--- config.mk ---
export PLATFORM = sky130hd
export DESIGN_NAME = axi_wburst_buffer
export DESIGN_NICKNAME = d
export VERILOG_FILES = /design/src/rtl/axi_wburst_buffer.sv
export SDC_FILE = /design/constraint.sdc
export NUM_CORES = 1
export LEC_CHECK = 0
export CORE_UTILIZATION = 30
export DETAILED_ROUTE_END_ITERATION = 16
export PLACE_DENSITY = 0.52
export SYNTH_ARGS = -nofsm -noshare
export SYNTH_HDL_FRONTEND = slang
export SYNTH_SLANG_ARGS = --single-unit
--- constraint.sdc ---
create_clock -name clk_i -period 11.4 [get_ports clk_i]
set_input_delay 2.28 -clock clk_i [delete_from_list [all_inputs] [get_ports clk_i]]
set_output_delay 2.28 -clock clk_i [all_outputs]
set_load 0.01 [all_outputs]
--- src/rtl/axi_wburst_buffer.sv ---
// Store-and-forward AXI write buffer: holds each AW until its full W burst
// is buffered, then issues AW and W back-to-back. AR/R/B pass straight through.
package axi_wburst_pkg;
  typedef struct packed {
    logic [3:0]  id;
    logic [31:0] addr;
    logic [7:0]  len;
    logic [2:0]  size;
    logic [1:0]  burst;
  } aw_chan_t;
  typedef aw_chan_t ar_chan_t;
  typedef struct packed {
    logic [63:0] data;
    logic [7:0]  strb;
    logic        last;
  } w_chan_t;
  typedef struct packed {
    logic [3:0]  id;
    logic [63:0] data;
    logic [1:0]  resp;
    logic        last;
  } r_chan_t;
  typedef struct packed {
    logic [3:0] id;
    logic [1:0] resp;
  } b_chan_t;
  typedef struct packed {
    aw_chan_t aw;
    logic     aw_valid;
    w_chan_t  w;
    logic     w_valid;
    logic     b_ready;
    ar_chan_t ar;
    logic     ar_valid;
    logic     r_ready;
  } req_t;
  typedef struct packed {
    logic    aw_ready;
    logic    ar_ready;
    logic    w_ready;
    logic    b_valid;
    b_chan_t b;
    logic    r_valid;
    r_chan_t r;
  } resp_t;
endpackage

module axi_wburst_buffer
  import axi_wburst_pkg::*;
#(
  parameter int unsigned NumAw  = 4,
  parameter int unsigned WDepth = 8,
  parameter type axi_aw_chan_t = aw_chan_t,
  parameter type axi_w_chan_t  = w_chan_t,
  parameter type axi_req_t     = req_t,
  parameter type axi_rsp_t     = resp_t
) (
  input  logic     clk_i,
  input  logic     rst_ni,
  input  axi_req_t slv_req_i,
  output axi_rsp_t slv_resp_o,
  output axi_req_t mst_req_o,
  input  axi_rsp_t mst_resp_i,
  output logic     busy_o
);

  localparam int unsigned AwIdxW = (NumAw > 1) ? $clog2(NumAw) : 1;
  localparam int unsigned WIdxW  = (WDepth > 1) ? $clog2(WDepth) : 1;
  localparam int unsigned AwCntW = $clog2(NumAw + 1);
  localparam int unsigned WCntW  = $clog2(WDepth + 1);

  axi_aw_chan_t      aw_mem_q [NumAw];
  logic [AwIdxW-1:0] aw_wr_q, aw_wr_d, aw_rd_q, aw_rd_d;
  logic [AwCntW-1:0] aw_cnt_q, aw_cnt_d;
  axi_w_chan_t       w_mem_q [WDepth];
  logic [WIdxW-1:0]  w_wr_q, w_wr_d, w_rd_q, w_rd_d;
  logic [WCntW-1:0]  w_cnt_q, w_cnt_d;
  logic [WCntW-1:0]  cmpl_q, cmpl_d;
  logic [AwCntW-1:0] iss_q, iss_d;

  logic aw_full, aw_empty, w_full, w_empty;
  logic aw_push, aw_pop, aw_out_v;
  logic w_push, w_pop, w_out_v;
  logic w_push_last, w_pop_last;

  assign aw_full  = aw_cnt_q == AwCntW'(NumAw);
  assign aw_empty = aw_cnt_q == '0;
  assign w_full   = w_cnt_q == WCntW'(WDepth);
  assign w_empty  = w_cnt_q == '0;

  assign aw_push  = slv_req_i.aw_valid & ~aw_full;
  assign aw_out_v = ~aw_empty & (cmpl_q != '0);
  assign aw_pop   = aw_out_v & mst_resp_i.aw_ready;

  assign w_push      = slv_req_i.w_valid & ~w_full;
  assign w_push_last = w_push & slv_req_i.w.last;
  assign w_out_v     = ~w_empty & (iss_q != '0);
  assign w_pop       = w_out_v & mst_resp_i.w_ready;
  assign w_pop_last  = w_pop & w_mem_q[w_rd_q].last;

  always_comb begin
    aw_wr_d = aw_wr_q;
    aw_rd_d = aw_rd_q;
    w_wr_d  = w_wr_q;
    w_rd_d  = w_rd_q;
    if (aw_push)
      aw_wr_d = (aw_wr_q == AwIdxW'(NumAw - 1)) ? '0 : aw_wr_q + AwIdxW'(1);
    if (aw_pop)
      aw_rd_d = (aw_rd_q == AwIdxW'(NumAw - 1)) ? '0 : aw_rd_q + AwIdxW'(1);
    if (w_push)
      w_wr_d = (w_wr_q == WIdxW'(WDepth - 1)) ? '0 : w_wr_q + WIdxW'(1);
    if (w_pop)
      w_rd_d = (w_rd_q == WIdxW'(WDepth - 1)) ? '0 : w_rd_q + WIdxW'(1);
    aw_cnt_d = aw_cnt_q + AwCntW'(aw_push) - AwCntW'(aw_pop);
    w_cnt_d  = w_cnt_q + WCntW'(w_push) - WCntW'(w_pop);
    // A burst leaves "complete" when its AW issues, and "issued" on its last beat
    cmpl_d   = cmpl_q + WCntW'(w_push_last) - WCntW'(aw_pop);
    iss_d    = iss_q + AwCntW'(aw_pop) - AwCntW'(w_pop_last);
  end

  always_ff @(posedge clk_i or negedge rst_ni) begin
    if (!rst_ni) begin
      aw_wr_q  <= '0;
      aw_rd_q  <= '0;
      aw_cnt_q <= '0;
      w_wr_q   <= '0;
      w_rd_q   <= '0;
      w_cnt_q  <= '0;
      cmpl_q   <= '0;
      iss_q    <= '0;
    end else begin
      aw_wr_q  <= aw_wr_d;
      aw_rd_q  <= aw_rd_d;
      aw_cnt_q <= aw_cnt_d;
      w_wr_q   <= w_wr_d;
      w_rd_q   <= w_rd_d;
      w_cnt_q  <= w_cnt_d;
      cmpl_q   <= cmpl_d;
      iss_q    <= iss_d;
    end
  end

  always_ff @(posedge clk_i) begin
    if (aw_push) aw_mem_q[aw_wr_q] <= slv_req_i.aw;
    if (w_push) w_mem_q[w_wr_q] <= slv_req_i.w;
  end

  always_comb begin
    mst_req_o          = slv_req_i;
    mst_req_o.aw       = aw_mem_q[aw_rd_q];
    mst_req_o.aw_valid = aw_out_v;
    mst_req_o.w        = w_mem_q[w_rd_q];
    mst_req_o.w_valid  = w_out_v;
    slv_resp_o          = mst_resp_i;
    slv_resp_o.aw_ready = ~aw_full;
    slv_resp_o.w_ready  = ~w_full;
  end

  assign busy_o = ~aw_empty | ~w_empty | (iss_q != '0);

  // Full W FIFO with nothing complete and nothing draining means a burst exceeds WDepth
  a_burst_len: assert property (@(posedge clk_i) disable iff (!rst_ni)
    !(w_full && cmpl_q == '0 && !aw_empty && iss_q == '0))
    else $error("W burst longer than WDepth");
  a_cmpl_max: assert property (@(posedge clk_i) disable iff (!rst_ni)
    cmpl_q <= WCntW'(WDepth))
    else $error("cmpl_q overflow");
  a_iss_max: assert property (@(posedge clk_i) disable iff (!rst_ni)
    iss_q <= AwCntW'(NumAw))
    else $error("iss_q overflow");

endmodule

# Yosys cells after proc, flatten, opt, wreduce, memory -nomap -nowiden
# Memory sizes are Yosys's and may differ from the RTL's.
# Cells that the tools add are included.
# Widths: inputs -> output; s select.
# totals
regBits	24
mem_bits_rw	780
inputBits	260
wordCells	54
mem_count	2
# op_classes
n_addsub	12
n_eq_ne	6
mux	8
n_bitwise	14
reduce_logical	4
# memory_table
name	depth	word_bits	read_ports	rd_ports_with_merged_regs	write_ports	line	rtl
w_mem_q	8	73	1	0	1	75	axi_w_chan_t w_mem_q [WDepth];
aw_mem_q	4	49	1	0	1	72	axi_aw_chan_t aw_mem_q [NumAw];
# op_table
op	n
$eq 3x3->1 const B	3
$add 4x1->4	2
$and 1x1->1	8
$sub 4x1->4	2
$add 3x1->3	2
$add 3x1->3 const B	2
$mux 3	2
$sub 3x1->3	2
$add 2x1->2 const B	2
$eq 2x2->1 const B	2
$eq 4x4->1 const B	1
$logic_not 4->1	1
$mux 1	4
$mux 2	2
$not 1->1	4
$reduce_bool 4->1	1
$logic_not 3->1	1
$reduce_bool 3->1	1
$or 1x1->1	2

# Logic depth before layout (Yosys ltp)
# Gate-level depths: netlist (run 1).
# logic_depth
word_depth	6
depth_mapped	12
depth_no_buf	11

# Least setup slack after synthesis (run 1)
# OpenSTA, ideal clock, no wires.
# synth_timing
kind	input to register
from	input slv_req_i[52] (netlist bit)
to	memory w_mem_q[0][0] (netlist bit), enable pin
setup_time_ns	0.684
t_arrival_ns	9.372
path_slack_ns	1.344
cell_stages	2
n_path_buf	0
cell_sequence	nand2_1 > nor4_1
# synth_between
elab_chain_cells	3
# synth_lines
element	line	rtl
start, declared	60	input axi_req_t slv_req_i,
$and 1x1->1	95	assign w_push = slv_req_i.w_valid & ~w_full;
$mux 1	145	if (w_push) w_mem_q[w_wr_q] <= slv_req_i.w;
$mux 1 (not written as such)	145	
end, declared	75	
# No other way between the ends.

==> impl_metrics.ini, run 1 <==
[critical_path]
path_cells = buf_4 > mux4_2 > mux2_2 > clkdlybuf4s50_1
crit_path_start_kind = flop
cp-end-kind = primary output
critPathBufInv = 2
crit_slowest_cell = dfrtp_4
cpLargestDelayFamily = buffers and inverters
crit_required_ps = 9120
critical_path_class = flop to primary output
cp.arrival_ps = 3930
max_stage_delay_ps = 920
critPathMaxFanout = 42

[timing]
final-max-slew-violation-count = 0
fin_setup_tns_ps = 0
slew_headroom_pct = 32.9
rsz0062_at_grt = false
period_needed_ps = 6210
whs_ps = 502
setup_viol = 0
fmax_mhz = 161
skew_ps = 37.3
fin_crit_sh_pct = 54.5
hold_viol_final = 0
worst_pin_slew_ps = 1000

[power_and_ir_drop]
switching_share_pct = 29.1
finalPower_mw = 9.93
p_leak_nw = 11.9
seq_power_share_pct = 40.6
peakVddDrop_mv = 0.142
power.net_switching_mw = 2.89
power_frac_clock_pct = 28.0
p_per_area_nw_per_um2 = 265
internal-power_mw = 7.04
pwr-share-comb_pct = 31.3

[place]
place_hpwl_um = 43400
io_buffers = 254
gp_congestion = 0.663

[cells_and_area]
nNetsFinal = 1842
final_cell_mix = edfxtp_1, clkdlybuf4s50_1, mux4_2
num-fill-cells = 9553
drive_above_1_share_pct = 27.4
layout-area-overhead-vs-synth_pct = 19.4
finalCoreUtilization_pct = 36.2
final_common_cell = edfxtp_1

[global_route]
grt_use_total_pct = 13.9
antenna_found_initial = 13
grt_max_degree = 57
grt_pass1_wl_um = 107000
overflow = 0
grt_pass1_vias = 15100

[routing]
wl_per_cell_um = 24.7
vias_per_cell = 4.64
drt-initial-drc-count = 834
totalWireLength_um = 74300
dr.pass1.iters = 4
postRouteAntennaNets = 0
drc_errors = 0
vias = 13900

[floorplanning]
die_y_um = 326
num_rows = 118
fp.dieW_um = 326
die_area_um2 = 106000
coreArea_um2 = 104000
boundaryPins = 519
start_util_pct = 30.3

[job]
drv_cap = 0

[synth]
netlist_instances = 1373
syn_area_per_cell_um2 = 22.9
syn_nets = 1661
yosys_warnings = 0
yosys_register_bits = 804
yosysSeqAreaShare_pct = 76.4
syn-cell-area_um2 = 31400
synth_cell_types = 31

[clock_tree]
post_cts_resized = 0
cts_sinks = 804
cts-root-buf = clkbuf_16
hold_buffers = 0
clock_latency_ps = 650
cts_tree = built
h-tree-depth = 3
clk_pin_slew_ps = 60
cts_max_path_buffers = 3
cts_buffers = 90
cts_setup_buffers = 0

[worst_hold_path]
min_path_type = flop to flop

[status]
run_status = completed
==> area by class of cell <==
type | count | area (um^2) | area share (%)
tap | 1380 | 1730 | 4.60
clock inverter | 57 | 528 | 1.41
antenna | 2 | 5.00 | 0.0133
inverter | 24 | 90.1 | 0.240
sequential | 804 | 24000 | 64.1
clock buffer | 108 | 2340 | 6.24
multi-input combinational | 356 | 6080 | 16.2
timing repair buffer | 278 | 2720 | 7.25
==> state kept, by name (all words and copies together) (netlist names), 3 cells and up <==
signal / count
cmpl_q: 4
w_mem_q: 584
w_cnt_q: 4
aw_cnt_q: 3
iss_q: 3
aw_mem_q: 196
w_rd_q: 3
w_wr_q: 3
==> worst register-to-register path: stages, from the launching register on <==
cell and delay (ps):
dfrtp_1 320, inv_1 70, ha_1 190, or3b_2 250, nand3_1 320, nor2_4 860
buf_4 910
==> metal layers <==
| metal | vias up | GRT usage, % | wire length (um) |
|---|---|---|---|
| met2 | 511 | 20.4 | 32400 |
| met4 | 24 | 3.96 | 1850 |
| met5 | - | 1.42 | 271 |
| met1 | 7371 | 17.5 | 31000 |
| li1 | 5878 | - | - |
| met3 | 163 | 7.78 | 8810 |
==> power groups by stage <==
stage / registers, mW / logic, mW / clock network (mW)
after floorplan: 3.97 / 1.99 / 0
after global placement: 4.09 / 3.19 / 0
after detailed placement: 4.11 / 3.20 / 0
after CTS: 4.05 / 3.22 / 2.87
after global routing: 4.09 / 3.36 / 2.98
final: 4.03 / 3.11 / 2.78
==> kinds of logic (layout without fill, tap and decap cells) <==
family	after synthesis	in the layout	synth area share, %
flops	804	804	76.4
mux	280	280	17.0
buf+inv	213	467	4.46
simple gates	36	36	0.641
fa+ha+maj	28	28	1.21
xor+xnor	8	8	0.223
compound gates	4	4	0.0796
other cells	0	2	0
==> synthesized netlist by cell type, drive strengths merged <==
cell / n / area, um^2
and3: 5 / 31.3
dfrtp: 24 / 601
nand3: 3 / 15.0
a21oi: 2 / 10.0
mux2: 82 / 923
nand2: 2 / 7.51
clkbuf: 25 / 93.8
nor3: 4 / 20.0
nand2b: 2 / 12.5
edfxtp: 780 / 23400
mux4: 194 / 4370
or3b: 4 / 35.0
xnor2: 4 / 35.0
mux2i: 4 / 40.0
buf: 164 / 1220
or3: 3 / 18.8
a21o: 2 / 15.0
fa: 4 / 80.1
xor2: 4 / 35.0
inv: 24 / 90.1
ha: 24 / 300
nor2: 8 / 30.0
nor2b: 1 / 6.26
nor4: 1 / 6.26
and2: 3 / 18.8
==> path summary, 6_finish.rpt <==
check,from,cells past startpoint,slack (ps),endpoint
setup reg to reg,w_cnt_q[2],6,8070,w_mem_q[3][39]
setup / recovery,w_rd_q[0],4,5190,mst_req_o[60]
max in group asynchronous,rst_ni,2,9060,w_rd_q[2]
hold / removal,aw_cnt_q[2],1,500,aw_cnt_q[2]
min in group asynchronous,rst_ni,2,2040,w_rd_q[1]
hold reg to reg,aw_cnt_q[2],1,500,aw_cnt_q[2]
==> through the flow <==
stage          area [um^2]  worst slack [ps]  std cells
6_report             37500              5190       3009
5_1_grt              37500              4850       3007
4_1_cts              37500              4960       3007
3_5_place_dp         34700              5720       2842
3_3_place_gp         34700              5710       2842
2_1_floorplan        31400              1340       1373
(Power assumes the default switching activity.)
==> inputs of run 2 (changes only) <==
Settings changed: PLACE_DENSITY 0.52 to 0.54.
Clock period 11.4 ns to 5.71 ns, I/O delays scaled along.
==> run 2 against run 1 <==
  * Utilization rose by 0.30 points
  * Flip-flop and latch count did not move
  * Hold slack got worse by 14 ps
  * Via count rose by 0.82%
  * Critical endpoint is now mst_req_o[69]
  * Largest cell class unchanged
  * Highest routed layer unchanged
==> impl_metrics.ini, run 2 (synthesis results as in run 1) <==
[cells_and_area]
final_common_cell = edfxtp_1
largest_register = w_mem_q
largest_reg_flops = 584
reg_top3 = w_mem_q: 584 flops, aw_mem_q: 196 flops
drive_above_1_share_pct = 28.0
num-fill-cells = 9426
fin_cells = 3012
layout-area-overhead-vs-synth_pct = 20.4
num_antenna_cells = 0
final_cell_mix = edfxtp_1, clkdlybuf4s50_1, mux4_2
nNetsFinal = 1850

[clock_tree]
hold_buffers = 0
post_cts_resized = 0
cts_max_path_buffers = 3
cts_sinks = 804
h-tree-depth = 3
cts_setup_buffers = 0
cts-root-buf = clkbuf_16
cts_buffers = 88
clk_pin_slew_ps = 60
cts_tree = built
clock_latency_ps = 650

[timing]
setup_viol = 0
fmax_mhz = 216
whs_ps = 488
rsz0062_at_grt = false
skew_ps = 23.1
final-max-slew-violation-count = 0
worst_pin_slew_ps = 1050
fin_crit_sh_pct = 81.3
period_needed_ps = 4640
fin_setup_tns_ps = 0
hold_viol_final = 0
slew_headroom_pct = 29.8

[place]
io_buffers = 254
placedCellCount = 2852
place_hpwl_um = 44800
gp_congestion = 0.701

[critical_path]
crit_required_ps = 4570
crit_path_start_kind = flop
cp.arrival_ps = 3500
critical_path_class = flop to primary output
cp-end-kind = primary output
critPathMaxFanout = 36

[routing]
vias = 14100
wl_per_cell_um = 24.9
drt-initial-drc-count = 830
postRouteAntennaNets = 0
totalWireLength_um = 75000
drc_errors = 0
dr.pass1.iters = 4
vias_per_cell = 4.67

[floorplanning]
start_util_pct = 30.3
fp.dieW_um = 326
coreArea_um2 = 104000
num_rows = 118
die_area_um2 = 106000
die_y_um = 326
boundaryPins = 519

[global_route]
grt_pass1_vias = 15400
grt_max_degree = 58
grt_pass1_wl_um = 109000
antenna_found_initial = 11
grt_use_total_pct = 14.1
overflow = 0

[status]
run_status = completed

[worst_hold_path]
min_path_type = flop to flop

[power_and_ir_drop]
p_leak_nw = 12.1
p_per_area_nw_per_um2 = 534
peakVddDrop_mv = 0.249

[job]
drv_cap = 0
## run 2: changes by cell type in the layout (fill, tap and decap cells not counted), sizes merged
| cell | change |
|---|---|
| diode | -2 |
| bufinv | +7 |
| clkinvlp | -2 |
| inv | -2 |
| clkinv | -5 |
| buf | +10 |
| clkbuf | -3 |
## run 2: layer usage
metal | wire, um | part of all wire (%) | global-route usage, % | vias up
li1 | - | - | - | 5898
met1 | 30300 | 40 | 17.2 | 7448
met2 | 34600 | 46 | 21.7 | 518
met3 | 7930 | 11 | 7.04 | 170
met4 | 1790 | 2.4 | 4.28 | 28
met5 | 373 | 0.50 | 1.86 | -
## run 2: report_power, final
part           switching (mW)  internal (mW)
sequential              0.624           7.55
combinational            2.83           3.37
clock                    2.30           3.51
total                    5.76           14.4
## run 2: worst paths after layout
path / start / endpoint / slack [ps] / cells after the start
max in group asynchronous: rst_ni / w_rd_q[2] / 4550 / 2
setup / recovery: w_rd_q[0] / mst_req_o[69] / 1070 / 5
hold reg to reg: aw_cnt_q[2] / aw_cnt_q[2] / 490 / 1
hold / removal: aw_cnt_q[2] / aw_cnt_q[2] / 490 / 1
min in group asynchronous: rst_ni / aw_cnt_q[0] / 860 / 2
setup reg to reg: w_rd_q[0] / iss_q[2] / 2610 / 9
## run 2: worst max-delay path: stages, from the launching register on
cell and delay, ps:
dfrtp_4 860, buf_12 360, buf_12 260, mux4_2 520, mux2_2 280, clkdlybuf4s50_1 500
## run 2: through the flow
step / worst slack (ps) / total power [mW] / util (%) / cell area, um^2
6_report: 1070 / 20.2 / 36.5 / 37800
3_5_place_dp: 1620 / 14.7 / 33.6 / 34800
2_1_floorplan: -1240 / 11.9 / - / 31400
3_3_place_gp: 1640 / 14.6 / 33.6 / 34800
4_1_cts: 870 / 20.6 / 36.5 / 37800
5_1_grt: 797 / 21.2 / 36.5 / 37800
## run 2: final cells by class
type                       instances  area [um^2]  area share (%)
sequential                       804        24000            63.5
inverter                          24         90.1           0.238
timing repair buffer             288         2910            7.69
clock buffer                     105         2330            6.16
clock inverter                    55          666            1.76
multi-input combinational        356         6080            16.1
tap                             1380         1730            4.56
==> inputs of run 3 (changes only) <==
Settings changed: PLACE_DENSITY 0.54 to 0.52.
Clock period 5.71 ns to 4.8 ns, I/O delays scaled along.
==> run 3 against run 2 <==
  * Clock skew rose by 19 ps
  * Non-clock buffer count fell by 3
  * Final cell count fell by 0.13%
  * Critical endpoint is now mst_req_o[56]
  * Largest cell class unchanged
  * Highest routed layer unchanged
==> impl_metrics.ini, run 3 (synthesis results as in run 1) <==
[cells_and_area]
layout-area-overhead-vs-synth_pct = 20.1
largest_register = w_mem_q
reg_top3 = w_mem_q: 584 flops, aw_mem_q: 196 flops
drive_above_1_share_pct = 27.5
final_cell_mix = edfxtp_1, clkdlybuf4s50_1, mux4_2
largest_reg_flops = 584
final_common_cell = edfxtp_1
fin_cells = 3008
nNetsFinal = 1846

[clock_tree]
hold_buffers = 0
post_cts_resized = 0
cts_max_path_buffers = 3
clk_pin_slew_ps = 60
cts-root-buf = clkbuf_16
cts_tree = built
clock_latency_ps = 680
cts_sinks = 804
cts_buffers = 87
h-tree-depth = 3
cts_setup_buffers = 0

[timing]
slew_headroom_pct = 35.3
setup_viol = 0
skew_ps = 42.3
hold_viol_final = 0
worst_pin_slew_ps = 971
period_needed_ps = 4370
final-max-slew-violation-count = 0
fmax_mhz = 229
fin_setup_tns_ps = 0
fin_crit_sh_pct = 91.0
rsz0062_at_grt = false

[global_route]
grt_pass1_vias = 15100
antenna_found_initial = 12
grt_max_degree = 74
overflow = 0
grt_pass1_wl_um = 108000
grt_use_total_pct = 14.0

[job]
drv_cap = 0

[floorplanning]
num_rows = 118
die_y_um = 326
die_area_um2 = 106000
start_util_pct = 30.3
boundaryPins = 519
coreArea_um2 = 104000
fp.dieW_um = 326

[place]
io_buffers = 254
place_hpwl_um = 43700
gp_congestion = 0.690
placedCellCount = 2849

[critical_path]
cp-end-kind = primary output
r2r_slack_ps = 1970
critPathMaxFanout = 36
crit_slowest_cell = dfrtp_4
cp.arrival_ps = 3410
worstSetupStartpoint = w_rd_q[0]
r2r-start = w_rd_q[0]
crit_end = mst_req_o[56]
path_cells = buf_12 > mux4_2 > mux2_2 > clkdlybuf4s50_1
reg2reg_depth = 8
crit_required_ps = 3840
critical_path_class = flop to primary output
crit_path_start_kind = flop
r2r_end = iss_q[2]
max_stage_delay_ps = 970

[power_and_ir_drop]
p_per_area_nw_per_um2 = 627
p_leak_nw = 12.0
peakVddDrop_mv = 0.334

[routing]
wl_per_cell_um = 24.8
vias = 14000
postRouteAntennaNets = 0
drt-initial-drc-count = 833
vias_per_cell = 4.66
dr.pass1.iters = 4
drc_errors = 0
totalWireLength_um = 74600

[worst_hold_path]
worstHoldPathCells = 1
min_path_type = flop to flop

[status]
run_status = completed
## run 3: cell types whose count changed in the layout (fill, tap and decap cells not counted), sizes merged
| cell | delta |
|---|---|
| bufinv | -7 |
| buf | -3 |
| inv | +3 |
| clkbuf | +2 |
| clkinv | +2 |
| clkinvlp | -2 |
| diode | +1 |
## run 3: how the worst min path moves through the flow
stage                startpoint     endpoint
detailed placement  aw_cnt_q[2]  aw_cnt_q[2]
floorplan           aw_cnt_q[2]  aw_cnt_q[2]
global route        aw_cnt_q[2]  aw_cnt_q[2]
finish              aw_cnt_q[2]  aw_cnt_q[2]
CTS                 aw_cnt_q[2]  aw_cnt_q[2]
global placement    aw_cnt_q[2]  aw_cnt_q[2]
## run 3: per-stage QoR
| stage | setup WS (ps) | util (%) | power, mW | hold slack, ps | instance area, um^2 |
|---|---|---|---|---|---|
| after floorplan | -1970 | - | 14.1 | 451 | 31400 |
| after global placement | 1030 | 33.7 | 17.5 | 471 | 34900 |
| after detailed placement | 1040 | 33.7 | 17.6 | 482 | 34900 |
| after CTS | 306 | 36.4 | 24.2 | 492 | 37800 |
| after global routing | 192 | 36.4 | 24.9 | 515 | 37800 |
| final | 430 | 36.4 | 23.7 | 495 | 37800 |
## run 3: final cells by class
class / instances / area (um^2)
sequential: 804 / 24000
multi-input combinational: 356 / 6090
antenna: 1 / 2.50
inverter: 24 / 90.1
fill: 9504 / 65900
timing repair buffer: 285 / 3000
tap: 1380 / 1730
clock inverter: 51 / 543
clock buffer: 107 / 2270
## run 3: critical path: cells and delay by family (launching register included)
family                 cells  cell delay [ps]
multiplexers               2              800
flip-flops                 1              970
buffers and inverters      2              920
## run 3: where the power goes
group,internal [mW],total (mW),switching (mW)
Clock,3.73,6.52,2.78
Combinational,4.06,7.51,3.44
Sequential,8.98,9.66,0.673
## run 3: metal layers
layer  vias up  share of wire [%]  global-route usage (%)
met5         -               0.56                    2.13
met4        28                2.6                    4.55
met3       165                 10                    6.87
met2       506                 46                    21.3
met1      7439                 41                    17.2
li1       5892                  -                       -
